[src/rtl/ped_request_latch_pkg.sv]
// Shared constants, channel-state encoding and helpers for the pedestrian request latch.
package ped_request_latch_pkg;

   localparam int unsigned CLK_HZ = 1000;
   localparam int unsigned TIME_W = 6;

   localparam logic [TIME_W-1:0] WAIT_MAX = TIME_W'(63);

   typedef enum logic [1:0] {
      ST_IDLE    = 2'd0,
      ST_PENDING = 2'd1,
      ST_SERVED  = 2'd2
   } ch_state_e;

   // Saturating increment of a wait-time counter.
   function automatic logic [TIME_W-1:0] sat_inc(input logic [TIME_W-1:0] v);
      return (v == WAIT_MAX) ? v : v + TIME_W'(1);
   endfunction

endpackage

[src/rtl/ped_request_latch_if.sv]
// Button/ack inputs and request/status outputs of the pedestrian request latch.
interface ped_request_latch_if #(
   parameter int unsigned NUM_XWALK = 4
);
   import ped_request_latch_pkg::*;

   logic [NUM_XWALK-1:0] btn;
   logic [NUM_XWALK-1:0] ack;
   logic [NUM_XWALK-1:0] req;
   logic [NUM_XWALK-1:0] btn_clean;
   logic                 any_req;
   logic [TIME_W-1:0]    max_wait;

   modport master (
      output btn, ack,
      input  req, btn_clean, any_req, max_wait
   );

   modport slave (
      input  btn, ack,
      output req, btn_clean, any_req, max_wait
   );

endinterface

[src/rtl/btn_debounce.sv]
// Two-flop synchronizer followed by a consecutive-mismatch debouncer for one button.
module btn_debounce #(
   parameter int unsigned DEBOUNCE_CYC = 20
) (
   input  logic clk,
   input  logic rst_n,
   input  logic btn,
   output logic btn_clean
);

   localparam int unsigned CNT_W = $clog2(DEBOUNCE_CYC + 1);
   localparam logic [CNT_W-1:0] CNT_LAST = CNT_W'(DEBOUNCE_CYC - 1);

   logic [1:0]       sync_q, sync_d;
   logic [CNT_W-1:0] cnt_q, cnt_d;
   logic             clean_q, clean_d;

   // Accept the synchronized level only after DEBOUNCE_CYC consecutive mismatching cycles.
   always_comb begin
      sync_d  = {sync_q[0], btn};
      cnt_d   = '0;
      clean_d = clean_q;
      if (sync_q[1] != clean_q) begin
         if (cnt_q == CNT_LAST) begin
            clean_d = sync_q[1];
         end else begin
            cnt_d = cnt_q + CNT_W'(1);
         end
      end
   end

   // Synchronizer, counter and accepted-level registers.
   always_ff @(posedge clk or negedge rst_n) begin
      if (!rst_n) begin
         sync_q  <= '0;
         cnt_q   <= '0;
         clean_q <= 1'b0;
      end else begin
         sync_q  <= sync_d;
         cnt_q   <= cnt_d;
         clean_q <= clean_d;
      end
   end

   assign btn_clean = clean_q;

endmodule

[src/rtl/ped_request_latch.sv]
// Latches debounced crosswalk button presses until the controller acknowledges them,
// and reports how long the oldest outstanding request has waited.
module ped_request_latch
   import ped_request_latch_pkg::*;
#(
   parameter int unsigned NUM_XWALK    = 4,
   parameter int unsigned DEBOUNCE_CYC = 20,
   parameter int unsigned TICK_CYC     = CLK_HZ
) (
   input  logic               clk,
   input  logic               rst_n,
   ped_request_latch_if.slave bus
);

   localparam int unsigned PRESC_W = $clog2(TICK_CYC + 1);

   logic [NUM_XWALK-1:0] clean;
   logic [NUM_XWALK-1:0] clean_prev_q, clean_prev_d;
   ch_state_e            state_q [NUM_XWALK];
   ch_state_e            state_d [NUM_XWALK];
   logic [TIME_W-1:0]    wait_q  [NUM_XWALK];
   logic [TIME_W-1:0]    wait_d  [NUM_XWALK];
   logic [NUM_XWALK-1:0] req_q, req_d;
   logic                 any_req_q, any_req_d;
   logic [TIME_W-1:0]    max_wait_q, max_wait_d;
   logic [PRESC_W-1:0]   presc_q, presc_d;
   logic                 sec_tick;

   for (genvar i = 0; i < NUM_XWALK; i++) begin : g_deb
      btn_debounce #(
         .DEBOUNCE_CYC(DEBOUNCE_CYC)
      ) u_deb (
         .clk      (clk),
         .rst_n    (rst_n),
         .btn      (bus.btn[i]),
         .btn_clean(clean[i])
      );
   end

   // Free-running one-second prescaler.
   always_comb begin
      sec_tick = (presc_q == PRESC_W'(TICK_CYC - 1));
      presc_d  = sec_tick ? '0 : presc_q + PRESC_W'(1);
   end

   // Per-channel request FSMs, wait counters and the registered status outputs.
   always_comb begin
      clean_prev_d = clean;
      req_d        = '0;
      max_wait_d   = '0;
      for (int i = 0; i < NUM_XWALK; i++) begin
         state_d[i] = state_q[i];
         wait_d[i]  = '0;
         case (state_q[i])
            ST_IDLE:    if (clean[i] && !clean_prev_q[i]) state_d[i] = ST_PENDING;
            ST_PENDING: if (bus.ack[i])                   state_d[i] = ST_SERVED;
            ST_SERVED:  if (!clean[i])                    state_d[i] = ST_IDLE;
            default:                                      state_d[i] = ST_IDLE;
         endcase
         // Counter restarts from zero on entry; only ages while the request stays pending.
         if (state_q[i] == ST_PENDING && state_d[i] == ST_PENDING) begin
            wait_d[i] = sec_tick ? sat_inc(wait_q[i]) : wait_q[i];
         end
         req_d[i] = (state_d[i] == ST_PENDING);
         if (req_d[i] && (wait_d[i] > max_wait_d)) begin
            max_wait_d = wait_d[i];
         end
      end
      any_req_d = |req_d;
   end

   // State and output registers.
   always_ff @(posedge clk or negedge rst_n) begin
      if (!rst_n) begin
         presc_q      <= '0;
         clean_prev_q <= '0;
         req_q        <= '0;
         any_req_q    <= 1'b0;
         max_wait_q   <= '0;
         for (int i = 0; i < NUM_XWALK; i++) begin
            state_q[i] <= ST_IDLE;
            wait_q[i]  <= '0;
         end
      end else begin
         presc_q      <= presc_d;
         clean_prev_q <= clean_prev_d;
         req_q        <= req_d;
         any_req_q    <= any_req_d;
         max_wait_q   <= max_wait_d;
         for (int i = 0; i < NUM_XWALK; i++) begin
            state_q[i] <= state_d[i];
            wait_q[i]  <= wait_d[i];
         end
      end
   end

   assign bus.req       = req_q;
   assign bus.btn_clean = clean;
   assign bus.any_req   = any_req_q;
   assign bus.max_wait  = max_wait_q;

endmodule

[src/flat_wrapper.sv]
// flat-port wrapper written by rule: the top's interface ports become plain ports
module ped_request_latch_flat import ped_request_latch_pkg::*;
#(
   parameter int unsigned NUM_XWALK    = 4,
   parameter int unsigned DEBOUNCE_CYC = 20,
   parameter int unsigned TICK_CYC     = CLK_HZ
)
  (clk, rst_n, bus_btn, bus_ack, bus_req, bus_btn_clean, bus_any_req, bus_max_wait);
  ped_request_latch_if #(.NUM_XWALK(NUM_XWALK)) bus_i ();
  input  logic clk;
  input  logic rst_n;
  input wire logic [$bits(bus_i.btn)-1:0] bus_btn;
  input wire logic [$bits(bus_i.ack)-1:0] bus_ack;
  output wire logic [$bits(bus_i.req)-1:0] bus_req;
  output wire logic [$bits(bus_i.btn_clean)-1:0] bus_btn_clean;
  output wire logic [$bits(bus_i.any_req)-1:0] bus_any_req;
  output wire logic [$bits(bus_i.max_wait)-1:0] bus_max_wait;
  assign bus_i.btn = bus_btn;
  assign bus_i.ack = bus_ack;
  assign bus_req = bus_i.req;
  assign bus_btn_clean = bus_i.btn_clean;
  assign bus_any_req = bus_i.any_req;
  assign bus_max_wait = bus_i.max_wait;
  ped_request_latch #(.NUM_XWALK(NUM_XWALK), .DEBOUNCE_CYC(DEBOUNCE_CYC), .TICK_CYC(TICK_CYC)) u_core (.clk(clk), .rst_n(rst_n), .bus(bus_i));
endmodule
[config.mk]
export PLATFORM = sky130hd
export DESIGN_NAME = ped_request_latch_flat
export DESIGN_NICKNAME = d
export VERILOG_FILES = /design/src/rtl/ped_request_latch_pkg.sv /design/src/rtl/ped_request_latch_if.sv /design/src/rtl/btn_debounce.sv /design/src/rtl/ped_request_latch.sv /design/src/flat_wrapper.sv
export SDC_FILE = /design/constraint.sdc
export NUM_CORES = 1
export LEC_CHECK = 0
export ABC_AREA = 1
export ABC_CLOCK_PERIOD_IN_PS = 4980
export BUFFER_PORTS_ARGS = -buffer_cell sky130_fd_sc_hd__clkbuf_2
export CELL_PAD_IN_SITES_DETAIL_PLACEMENT = 1
export CELL_PAD_IN_SITES_GLOBAL_PLACEMENT = 2
export CORE_ASPECT_RATIO = 1.4
export CORE_MARGIN = 2
export CORE_UTILIZATION = 34
export DETAILED_ROUTE_END_ITERATION = 12
export PLACE_DENSITY = 0.7
export RECOVER_POWER = 25
export REMOVE_ABC_BUFFERS = 1
export SYNTH_ARGS = -nofsm -noshare
export SYNTH_HDL_FRONTEND = slang
export SYNTH_HIERARCHICAL = 1
export SYNTH_SLANG_ARGS = --single-unit
export TNS_END_PERCENT = 20
[constraint.sdc]
create_clock -name clk -period 4.98 [get_ports clk]
set_clock_uncertainty 0.05 [all_clocks]
set_input_delay 0.996 -clock clk [delete_from_list [all_inputs] [get_ports clk]]
set_output_delay 0.996 -clock clk [all_outputs]
set_load 0.005 [all_outputs]
-- Word-level counts from Yosys, hierarchy flattened
Cells that the tools add are included.
W data, S select, Z words.
- register bits: 89
- input port bits: 10
- output and inout port bits: 15
- word-level logic and storage cells: 129
- add/sub/neg operators: 9
- $lt $le $gt $ge: 4
- equality and inequality tests: 25
- muxes and demuxes: 41
- reductions and logical operators: 25
- operators with widths (kind ; number):
    $mux W6 ; 16
    $mux W5 ; 8
    $add A6 B1 Y6 const B ; 4
    $eq A6 B6 Y1 const B ; 4
    $mux W2 ; 12
    $pmux W2 S3 ; 4
    $add A5 B1 Y5 const B ; 4
    $eq A5 B5 Y1 const B ; 4
    $gt A6 B6 Y1 ; 3
    $eq A2 B1 Y1 const B ; 8
    $logic_and A1 B1 Y1 ; 12
    $add A10 B1 Y10 const B ; 1
    $eq A10 B10 Y1 const B ; 1
    $mux W10 ; 1
    $eq A2 B2 Y1 const B ; 4
    $logic_not A2 Y1 ; 4
    $reduce_and A2 Y1 ; 4
    $gt A6 B1 Y1 const B ; 1
    $logic_not A1 Y1 ; 4
    $ne A1 B1 Y1 ; 4
    $reduce_or A4 Y1 ; 1

-- Depth between registers and ports, before layout
Gate-level depths: netlist (run 1).
- depth in word-level cells: 19
- mapped depth: 37
- mapped depth without buffers: 37

-- Hierarchy
Netlist (run 1), hierarchy kept.
- modules (own cells, without submodules) (module ; times used ; cells each ; area each (µm²) ; seq. area each (µm²)):
    ped_request_latch ; 1 ; 471 ; 3570.9 ; 1426.4
    btn_debounce ; 4 ; 38 ; 344.1 ; 200.2

-- Least setup slack after synthesis (run 1)
No wires, ideal clock.
- kind: input to register
- start point: input port bus_ack[0]
- end point: register u_core.max_wait_q[0], in the netlist u_core/bus.max_wait[0]
- setup time: 118 ps
- data arrival time: 4882 ps
- data required time: 4812 ps
- path slack: -69 ps
- cell stages on the path: 31
- path buffers: 0
- path through: a21oi_1 -> inv_1 -> nor2_2 -> nand3_1 -> ha_1 -> nand2_1 -> nor2_1 -> nand2_1 -> nand3_1 -> nand2_4 -> inv_1 -> nand3_1 -> and2_1 -> ha_1 -> nand2_1 -> nor2_1 -> o21ai_0 -> o211ai_1 -> nand3_1 -> inv_1 -> nand2_1 -> nand2_1 -> ha_1 -> nand2_1 -> nor2_1 -> o21ai_0 -> o211a_1 -> nor2_2 -> inv_1 -> nand3_1 -> nand2_1
- cells in the longest elaborated chain, start to end: 17
- RTL lines (item ; line ; source):
    from (decl) ; flat_wrapper.sv:13 ; input wire logic [$bits(bus_i.ack)-1:0] bus_ack;
    $mux W2 * ; ped_request_latch.sv:56 ; ST_PENDING: if (bus.ack[i]) state_d[i] = ST_SERVED;
    $pmux W2 S3 * ; ped_request_latch.sv:54 ; case (state_q[i])
    $eq A2 B1 Y1 * ; ped_request_latch.sv:61, ped_request_latch.sv:64 ;
    $logic_and A1 B1 Y1 ; ped_request_latch.sv:61 ; if (state_q[i] == ST_PENDING && state_d[i] == ST_PENDING) begin
    $mux W6 ; ped_request_latch.sv:61 ;
    $gt A6 B1 Y1 ; ped_request_latch.sv:65 ; if (req_d[i] && (wait_d[i] > max_wait_d)) begin
    $logic_and A1 B1 Y1 ; ped_request_latch.sv:65 ;
    $mux W6 * ; ped_request_latch.sv:65 ;
    (+2 left out) ; - ;
    $mux W6 * ; ped_request_latch.sv:65 ;
    $gt A6 B6 Y1 ; ped_request_latch.sv:65 ;
    $logic_and A1 B1 Y1 ; ped_request_latch.sv:65 ;
    $mux W6 * ; ped_request_latch.sv:65 ;
    $gt A6 B6 Y1 ; ped_request_latch.sv:65 ;
    $logic_and A1 B1 Y1 ; ped_request_latch.sv:65 ;
    $mux W6 * ; ped_request_latch.sv:65 ;
    net u_core.max_wait_d[0] ; ped_request_latch.sv:25 ; logic [TIME_W-1:0] max_wait_q, max_wait_d;
    to (signal assigned) ; ped_request_latch.sv:89 ; max_wait_q <= max_wait_d;
    to (decl) ; ped_request_latch.sv:25 ;
Mark *: on every way through the listed nets, which the timed path passes. The rest lies on a longest branch.
A chain may end at the register's enable or synchronous reset.

-- Worst setup path in the final report (run 1)
- start point: input port bus_ack[0]
- end point: register u_core.max_wait_q[2], in the netlist u_core/bus.max_wait[2]
Same word-level chain as after synthesis.

==> impl_metrics.tcl, run 1 <==
set metrics [dict create \
    status "finished clean" \
    core_area_mm2 0.01431 \
    diodes 0 \
    viasPerCell 4.747 \
    slowest_delay_ns 0.28 \
    start_util_pct 34.56 \
    grt.overflow.total 0 \
    ir_drop_mv 0.1334 \
    die_w_um 105.9 \
    drv_slew 0 \
    path_max_fanout 6 \
    dpl_cell_area_mm2 0.005821 \
    met1_usage_pct 20.79 \
    dieHeight_um 146.7 \
    grt.total_usage_pct 18.57 \
    fin_crit_ns 4.867 \
    synth.area.top_cells "dfrtp_1 (45%), nand2_1 (12%), inv_1 (7.7%)" \
    fp.dieArea_mm2 0.01554 \
    synth_edf_count 0 \
    dpl.hpwl_mm 10.53 \
    synth_top_cell_by_area "dfrtp_1" \
    antenna_found_initial 0 \
    final_util_pct 47.26 \
    num_vias 4462 \
    tightest_slew_ns 0.8023 \
    synth_top_cell_area_share_pct 45.02 \
    cts_max_level 3 \
    use_met3_pct 2.440 \
    final_area_mm2 0.006765 \
    area_growth_pct 36.75 \
    drt_iter0_markers 92 \
    synth_seq_cells 89 \
    grt_max_degree 62 \
    setup_tns_ns 0 \
    slew_headroom_pct 46.51 \
    ctsHoldBuffers 0 \
    arrival_ns 5.10 \
    fin_ws_ns 0.1134 \
    drv_cap 0 \
    synth_cell_type_count 34 \
    synth-main-ff-cell "dfrtp_1" \
    grt_pass1_wl_mm 22.76 \
    clock_sinks 89 \
    setup_viol 0 \
    slowest_stage "ha_4" \
    path_delay_family "simple AND/OR/NAND/NOR gates" \
    syn_inst 623 \
    crit_buf_inv 6 \
    startpoint_type "primary input" \
    cts_tree "done" \
    synth_common_cells "nand2_1 (154), inv_1 (101), dfrtp_1 (89)" \
    period_share_pct 97.72 \
    drtAntennaViolNets 0 \
    postSynthAreaPerCell_um2 7.941 \
    syn-cell-area_mm2 0.004947 \
    numCtsBuffers 9 \
    dp_slack_ns -0.6211 \
    drtPass1Iterations 4 \
    drc 0 \
    critPathKind "in -> reg" \
    gp_congestion 0.8334 \
    final_nets 783 \
    clk_latency_ns 0.35 \
    end_kind "flip-flop" \
    wl_mm 14.10 \
    grt_util_met2_pct 36.10 \
    multi_input_area_mm2 0.002731 \
    clkTransAtPathRegs_ns 0.07 \
    busiest_layer "met2" \
    fmaxAchievable_mhz 205.5 \
    n_fill_cell 1720 \
    seq_area_mm2 0.002227 \
    async_reset_ff_share_pct 100.0 \
    cts-root-buf "clkbuf_16" \
    wl_per_cell_um 15.00 \
    rows 52 \
    yosysMostFrequentCell "nand2_1" \
    final_hold_viol_count 0 \
    power_density_mw_per_mm2 233.6 \
    hp-class "reg -> reg" \
    rsz0062_at_grt "yes" \
    clock_path_buffers 2 \
    ys_seq_area_share_pct 45.02 \
    ys_warn_count 6 \
    p_leak_uw 0.003605 \
    placement.io_buffers 24 \
    pin_count 25 \
    cp.required_ns 5.21 \
    grt_pass1_vias 4775 \
    drive_above_1_share_pct 33.82 \
]
[final timing paths]
check | startpoint | end | slack [ns] | cells past startpoint
max | bus_ack[0] | u_core/bus.max_wait[2] | 0.11 | 33
min | u_core/g_deb[1].u_deb/sync_q[0] | u_core/g_deb[1].u_deb/sync_q[1] | 0.30 | 0
max reg2reg | u_core/presc_q[0] | u_core/bus.max_wait[2] | 0.15 | 35
min reg2reg | u_core/g_deb[1].u_deb/sync_q[0] | u_core/g_deb[1].u_deb/sync_q[1] | 0.30 | 0
max in group asynchronous | rst_n | u_core/g_deb[3].u_deb/btn_clean | 3.29 | 2
min in group asynchronous | rst_n | u_core/wait_q[13] | 0.67 | 1
[logic make-up (layout without fill, tap and decap cells)]
logic type | Yosys count | in the layout | share of synthesized area (%)
buffers and inverters | 104 | 232 | 8.042
adders and majority gates | 27 | 27 | 6.828
DFF | 89 | 89 | 45.02
AOI/OAI and AO/OA | 46 | 46 | 5.033
and+or+nand+nor | 346 | 346 | 33.13
xor gates and xnor gates | 11 | 11 | 1.947
[layout make-up]
class	count	area share (%)
timing repair buffer	113	12.52
clock buffer	9	3.329
tap	189	3.495
inverter	103	5.863
multi-input combinational	430	40.37
clock inverter	7	1.498
sequential	89	32.92
[power breakdown]
part | internal, µW | switching, µW | total (µW)
combinational | 28.7 | 41.9 | 70.6
clock | 445 | 312 | 757
sequential | 737 | 15.0 | 752
[flip-flops by register name, summed over array words and instances (netlist names)]
register,count
u_core/wait_q,24
u_core/g_deb.u_deb/cnt_q,20
u_core/presc_q,10
u_core/g_deb.u_deb/sync_q,8
u_core/state_q,8
u_core/bus.max_wait,6
u_core/bus.req,4
u_core/clean_prev_q,4
u_core/g_deb.u_deb/btn_clean,4
u_core/bus.any_req,1
[per-layer routing]
metal | vias to the layer above | wire length [µm]
li1 | 2218 | -
met1 | 2201 | 5774
met2 | 33 | 7972
met3 | 10 | 174
met4 | 0 | 177
met5 | - | 0
[layout by cell type (no fill, tap or decap), types with 9 or more instances in the layout]
cell type,count
buf_4,79
nand2_1,131
nand4_1,16
nor2_4,12
nor2_1,53
buf_6,11
o21ai_0,11
ha_4,9
clkbuf_2,22
nand3_1,37
nor2_2,11
a21oi_1,17
nand2_2,32
dfrtp_1,89
inv_1,92
ha_1,16
clkbuf_16,9
nand3_2,23
[metrics by stage]
stage          hold WS (ns)  power, µW  std cells
4_1_cts              0.3038       1600        925
3_5_place_dp         0.2872      825.6        905
3_3_place_gp         0.2845      822.1        905
5_1_grt              0.3155       1647        940
6_report             0.3035       1580        940
2_1_floorplan        0.2812      789.5        622
[timing repair]
item | CTS | global route
gates resized for setup | 17 | 96
pin swaps | 9 | 38
cloned | 0 | 0
hold endpoints to repair | 0 | 0
setup buffers | 4 | 15
endpoints found under the setup margin | 6 | 6
Power figures use the tool's default switching activity.
==> inputs of run 2 (changes only) <==
--- a/config.mk
+++ b/config.mk
@@ -7,12 +7,13 @@
 export LEC_CHECK = 0
 export ABC_AREA = 1
 export ABC_CLOCK_PERIOD_IN_PS = 4980
-export BUFFER_PORTS_ARGS = -buffer_cell sky130_fd_sc_hd__clkbuf_2
+export BUFFER_PORTS_ARGS = -buffer_cell sky130_fd_sc_hd__buf_2
 export CELL_PAD_IN_SITES_DETAIL_PLACEMENT = 1
 export CELL_PAD_IN_SITES_GLOBAL_PLACEMENT = 2
 export CORE_ASPECT_RATIO = 1.4
 export CORE_MARGIN = 2
 export CORE_UTILIZATION = 34
+export CTS_BUF_LIST = sky130_fd_sc_hd__clkbuf_16
 export DETAILED_ROUTE_END_ITERATION = 12
 export PLACE_DENSITY = 0.7
 export RECOVER_POWER = 25
@@ -21,4 +22,3 @@
 export SYNTH_HDL_FRONTEND = slang
 export SYNTH_HIERARCHICAL = 1
 export SYNTH_SLANG_ARGS = --single-unit
-export TNS_END_PERCENT = 20
==> impl_metrics.tcl, run 2 (synthesis gave the netlist of run 1 again) <==
set metrics [dict create \
    status "finished clean" \
    ir_drop_mv 0.1636 \
    fp.dieArea_mm2 0.01554 \
    end_kind "flip-flop" \
    power_density_mw_per_mm2 227.0 \
    largest_registers "u_core/wait_q x24, u_core/g_deb.u_deb/cnt_q x20, u_core/presc_q x10" \
    path_max_fanout 6 \
    grt_pass1_vias 4811 \
    grt.total_usage_pct 18.71 \
    multi_input_area_mm2 0.002845 \
    pin_count 25 \
    clk_latency_ns 0.34 \
    drtAntennaViolNets 0 \
    p_clk_share_pct 47.8 \
    placement.io_buffers 24 \
    arrival_ns 5.11 \
    mostFrequentLayoutCells "nand2_1 (135), inv_1 (90), dfrtp_1 (89), buf_4 (79), nor2_1 (55)" \
    largest-register "u_core/wait_q" \
    core_area_mm2 0.01431 \
    rows 52 \
    final_nets 782 \
    hp-class "reg -> reg" \
    largest_reg_flops 24 \
    cp.required_ns 5.20 \
    seqPwrFrac_pct 48.2 \
    viasPerCell 4.771 \
    grt_pass1_wl_mm 23.16 \
    clock_path_buffers 2 \
    seq_area_mm2 0.002227 \
    p_int_uw 1205 \
    drc 0 \
    cts-root-buf "clkbuf_16" \
    cts_max_level 3 \
    gp_congestion 0.8018 \
    p_leak_uw 0.003641 \
    switching_share_pct 22.66 \
    numCtsBuffers 9 \
    area_growth_pct 38.75 \
    slowest_delay_ns 0.34 \
    drtPass1Iterations 6 \
    power_uw 1558 \
    drv_cap 0 \
    diodes 0 \
    p_sw_uw 353.0 \
    startpoint_type "primary input" \
    clkTransAtPathRegs_ns 0.07 \
    period_share_pct 98.13 \
    dpl.hpwl_mm 10.66 \
    die_w_um 105.9 \
    final_hold_viol_count 0 \
    drive_above_1_share_pct 34.27 \
    critPathKind "in -> reg" \
    p_comb_share_pct 4.0 \
    antenna_found_initial 0 \
    slowest_stage "ha_1" \
    rsz0062_at_grt "yes" \
    wl_mm 14.03 \
    wl_per_cell_um 14.94 \
    start_util_pct 34.56 \
    clock_sinks 89 \
    fin_crit_ns 4.887 \
    drt_iter0_markers 98 \
    final_common_cell "nand2_1" \
    drv_slew 0 \
    fmaxAchievable_mhz 204.6 \
    num_vias 4480 \
    ctsHoldBuffers 0 \
    slew_headroom_pct 44.35 \
    cts_tree "done" \
    setup_viol 0 \
    n_fill_cell 1728 \
    grt_max_degree 65 \
    setup_tns_ns 0 \
    grt.overflow.total 0 \
    tightest_slew_ns 0.8347 \
    dieHeight_um 146.7 \
]
[run 2: timing repair]
| action | in CTS | in global routing |
|---|---|---|
| cloned | 0 | 0 |
| resized for setup | 16 | 110 |
| setup buffers | 4 | 12 |
| pin swaps | 4 | 44 |
| endpoints found under the setup margin | 6 | 6 |
| hold endpoints to repair | 0 | 0 |
[run 2: final timing paths]
check / to / startpoint / cells past startpoint / slack (ns)
min reg2reg: u_core/g_deb[1].u_deb/sync_q[1] / u_core/g_deb[1].u_deb/sync_q[0] / 0 / 0.30
max: u_core/bus.max_wait[4] / bus_ack[0] / 32 / 0.09
min: u_core/g_deb[1].u_deb/sync_q[1] / u_core/g_deb[1].u_deb/sync_q[0] / 0 / 0.30
min in group asynchronous: u_core/wait_q[13] / rst_n / 1 / 0.69
max in group asynchronous: u_core/g_deb[3].u_deb/btn_clean / rst_n / 2 / 3.31
max reg2reg: u_core/bus.max_wait[4] / u_core/presc_q[1] / 37 / 0.11
[run 2: critical path, delay by kind of cell]
family	cells	cell delay, ns
simple gates	19	2.14
fa+ha+maj	3	0.88
buf+inv	5	0.55
compound gates	5	0.54
[run 2: stage by stage]
stage          setup WS (ns)  utilization, %  cells  hold slack [ns]  cell area [µm²]
2_1_floorplan       -0.06922               -    622           0.2812             4936
3_5_place_dp         -0.6221           40.77    907           0.2870             5836
4_1_cts              0.03189           43.58    927           0.3081             6238
3_3_place_gp         -0.3797           40.77    907           0.2860             5836
6_report             0.09321           47.95    939           0.3037             6864
5_1_grt              -0.1075           47.95    939           0.3099             6864
[run 2: routing by layer]
layer	global-route usage (%)	vias up	wire, µm
met2	35.97	33	7951
met1	21.44	2210	5643
met3	2.396	16	222
met4	5.132	0	213
li1	-	2221	-
met5	0	-	0
[run 2: area by class of cell]
cell class,count,share of cell area [%]
Multi-Input combinational cell,430,41.45
Sequential cell,89,32.45
Timing Repair Buffer,112,12.09
Inverter,103,5.815
Tap cell,189,3.445
Clock buffer,9,3.281
Clock inverter,7,1.476
[run 2: power groups by stage]
stage	Clock [µW]	Sequential, µW	Combinational, µW
after floorplan	0	761	28.5
after global placement	0	763	58.8
after detailed placement	0	765	61.0
after CTS	769	751	62.8
after global routing	797	753	72.5
final	745	751	62.3
==> inputs of run 3 (changes only) <==
--- a/config.mk
+++ b/config.mk
@@ -5,7 +5,6 @@
 export SDC_FILE = /design/constraint.sdc
 export NUM_CORES = 1
 export LEC_CHECK = 0
-export ABC_AREA = 1
 export ABC_CLOCK_PERIOD_IN_PS = 4980
 export BUFFER_PORTS_ARGS = -buffer_cell sky130_fd_sc_hd__buf_2
 export CELL_PAD_IN_SITES_DETAIL_PLACEMENT = 1
@@ -15,10 +14,10 @@
 export CORE_UTILIZATION = 34
 export CTS_BUF_LIST = sky130_fd_sc_hd__clkbuf_16
 export DETAILED_ROUTE_END_ITERATION = 12
-export PLACE_DENSITY = 0.7
+export PLACE_DENSITY = 0.65
 export RECOVER_POWER = 25
 export REMOVE_ABC_BUFFERS = 1
 export SYNTH_ARGS = -nofsm -noshare
 export SYNTH_HDL_FRONTEND = slang
-export SYNTH_HIERARCHICAL = 1
 export SYNTH_SLANG_ARGS = --single-unit
+export TNS_END_PERCENT = 20
==> impl_metrics.tcl, run 3 <==
set metrics [dict create \
    cts-root-buf "clkbuf_16" \
    rows 50 \
    path_max_fanout 6 \
    drive_above_1_share_pct 35.51 \
    grt.overflow.total 0 \
    syn-cell-area_mm2 0.004664 \
    viasPerCell 5.127 \
    grt_pass1_wl_mm 21.04 \
    postSynthAreaPerCell_um2 10.32 \
    clock_sinks 89 \
    final_nets 629 \
    final_util_pct 47.49 \
    rsz0062_at_grt "yes" \
    grt.total_usage_pct 18.85 \
    fin_crit_ns 6.000 \
    largest-register "u_core.wait_q" \
    drv_cap 1 \
    grt_max_degree 57 \
    pin_count 25 \
    largest_reg_flops 24 \
    synth_edf_count 0 \
    fp.dieArea_mm2 0.01468 \
    async_reset_ff_share_pct 100.0 \
    synth_top_cell_by_area "dfrtp_1" \
    drtAntennaViolNets 0 \
    final_common_cell "buf_4" \
    startpoint_type "flip-flop" \
    arrival_ns 6.21 \
    fmaxAchievable_mhz 166.7 \
    clkTransAtPathRegs_ns 0.06 \
    gp_congestion 0.8195 \
    antenna_found_initial 0 \
    violations "capacitance limit, slew limit, setup timing" \
    p_int_uw 1077 \
    p_comb_share_pct 2.9 \
    drc 0 \
    p_clk_share_pct 43.6 \
    n_fill_cell 1531 \
    drv_slew 57 \
    syn_inst 452 \
    diodes 0 \
    core_area_mm2 0.01339 \
    final_hold_viol_count 0 \
    switching_share_pct 22.46 \
    grt_pass1_vias 4370 \
    synth.area.top_cells "dfrtp_1 (48%), ha_1 (7.2%), nor2_1 (3.0%)" \
    num_vias 3994 \
    cp.required_ns 5.19 \
    critPathKind "reg -> reg" \
    status "finished, violations left" \
    crit_buf_inv 7 \
    drt_iter0_markers 90 \
    ctsHoldBuffers 0 \
    largest_registers "u_core.wait_q x24, u_core.g_deb.u_deb.cnt_q x20, u_core.presc_q x10" \
    dpl.hpwl_mm 9.782 \
    start_util_pct 34.84 \
    clock_path_buffers 2 \
    wl_per_cell_um 16.99 \
    setup_viol 6 \
    ys_warn_count 0 \
    hp-class "reg -> reg" \
    yosysMostFrequentCell "dfrtp_1" \
    end_kind "flip-flop" \
    synth_cell_type_count 62 \
    die_w_um 103.0 \
    ir_drop_mv 0.1684 \
    cts_tree "done" \
    numCtsBuffers 9 \
    slowest_stage "dfrtp_1" \
    synth-main-ff-cell "dfrtp_1" \
    mostFrequentLayoutCells "buf_4 (110), dfrtp_1 (89), nor2_1 (36), nand2_1 (31), inv_1 (27)" \
    drtPass1Iterations 4 \
    crit_top_cell "buf_4" \
    synth_seq_cells 89 \
    path_delay_family "compound AO/OA/AOI/OAI gates" \
    seqPwrFrac_pct 53.5 \
    tightest_slew_ns 3.147 \
    dieHeight_um 142.6 \
    area_growth_pct 36.29 \
    synth_common_cells "dfrtp_1 (89), nor2_1 (37), nand2_1 (32)" \
    placement.io_buffers 24 \
    cts_max_level 3 \
    wl_mm 13.23 \
    p_leak_uw 0.002989 \
    p_sw_uw 311.9 \
    hold_ws_ns 0.3037 \
    period_share_pct 120.5 \
    fin_ws_ns -1.020 \
    synth_top_cell_area_share_pct 47.75 \
    slowest_delay_ns 0.38 \
    ys_seq_area_share_pct 47.75 \
    power_density_mw_per_mm2 218.4 \
    slew_headroom_pct -109.8 \
    clk_latency_ns 0.35 \
]
## run 3: cell count changes in the layout (fill, tap and decap cells not counted), moves of 10 or more
cell     before  now
nand3_2      21    0
nor2_1       55   36
nand2_4      10    0
o21ai_0      11   23
a21o_1        0   13
nor2_4       13    0
nand4_1      16    3
buf_4        79  110
inv_2        10    0
inv_1        90   27
nand2_2      25    1
nand3_1      32   22
nand2_1     135   31
## run 3: cell type report
type / instances / area [µm²] / share of cell area, %
Multi-Input combinational cell: 327 / 2547 / 40.07
Sequential cell: 89 / 2227 / 35.03
Timing Repair Buffer: 141 / 1008 / 15.86
Tap cell: 182 / 227.7 / 3.582
Clock buffer: 9 / 225.2 / 3.543
Inverter: 24 / 90.09 / 1.417
Clock inverter: 7 / 31.28 / 0.4920
## run 3: cells by family (layout without fill, tap and decap cells)
group                      count (synthesis)  after routing  synth area share, %
AOI/OAI and AO/OA                         98             98                13.92
xor gates and xnor gates                  16             16                3.004
adders and majority gates                 27             27                7.242
buffers and inverters                     36            181                3.755
DFF                                       89             89                47.75
muxes                                     17             17                3.890
and+or+nand+nor                          169            169                20.44
## run 3: worst paths after layout
path | startpoint | endpoint | slack, ns | cells past startpoint
setup / recovery | u_core.presc_q[0] | u_core.bus.max_wait[2] | -1.02 | 29
hold / removal | u_core.g_deb[2].u_deb.sync_q[0] | u_core.g_deb[2].u_deb.sync_q[1] | 0.30 | 0
setup reg to reg | u_core.presc_q[0] | u_core.bus.max_wait[2] | -1.02 | 29
hold reg to reg | u_core.g_deb[2].u_deb.sync_q[0] | u_core.g_deb[2].u_deb.sync_q[1] | 0.30 | 0
max in group asynchronous | rst_n | u_core.bus.max_wait[4] | 1.47 | 1
min in group asynchronous | rst_n | u_core.g_deb[2].u_deb.cnt_q[4] | 1.64 | 1
## run 3: layer usage
| layer | part of all wire (%) | up-vias | global-route usage, % |
|---|---|---|---|
| li1 | - | 1902 | - |
| met1 | 39 | 2016 | 19.94 |
| met2 | 56 | 53 | 35.10 |
| met3 | 2.3 | 23 | 3.831 |
| met4 | 3.2 | 0 | 8.241 |
| met5 | 0 | - | 0 |
## run 3: repair_timing
item / 4_1_cts / 5_1_grt
gates cloned: 0 / 0
setup buffers: 7 / 7
setup endpoints to repair: 6 / 6
pin swaps: 18 / 26
gates resized for setup: 24 / 30
## run 3: power by group through the flow
stage	clock network, µW	registers, µW	logic [µW]
3_5_place_dp	0	756	42.5
5_1_grt	672	743	47.9
6_report	606	743	40.4
3_3_place_gp	0	755	40.7
4_1_cts	638	742	42.9
2_1_floorplan	0	753	17.2
## run 3: through the flow
| stage | total power, µW | setup WS, ns | cell area, µm² | cells | TNS (ns) |
|---|---|---|---|---|---|
| floorplan | 770.6 | -1.209 | 4579 | 440 | -7.085 |
| global placement | 795.3 | -1.388 | 5703 | 749 | -8.108 |
| detailed placement | 798.2 | -1.494 | 5703 | 749 | -8.822 |
| CTS | 1423 | -1.036 | 6105 | 772 | -6.085 |
| global route | 1463 | -1.237 | 6357 | 779 | -7.161 |
| finish | 1389 | -1.020 | 6357 | 779 | -5.771 |
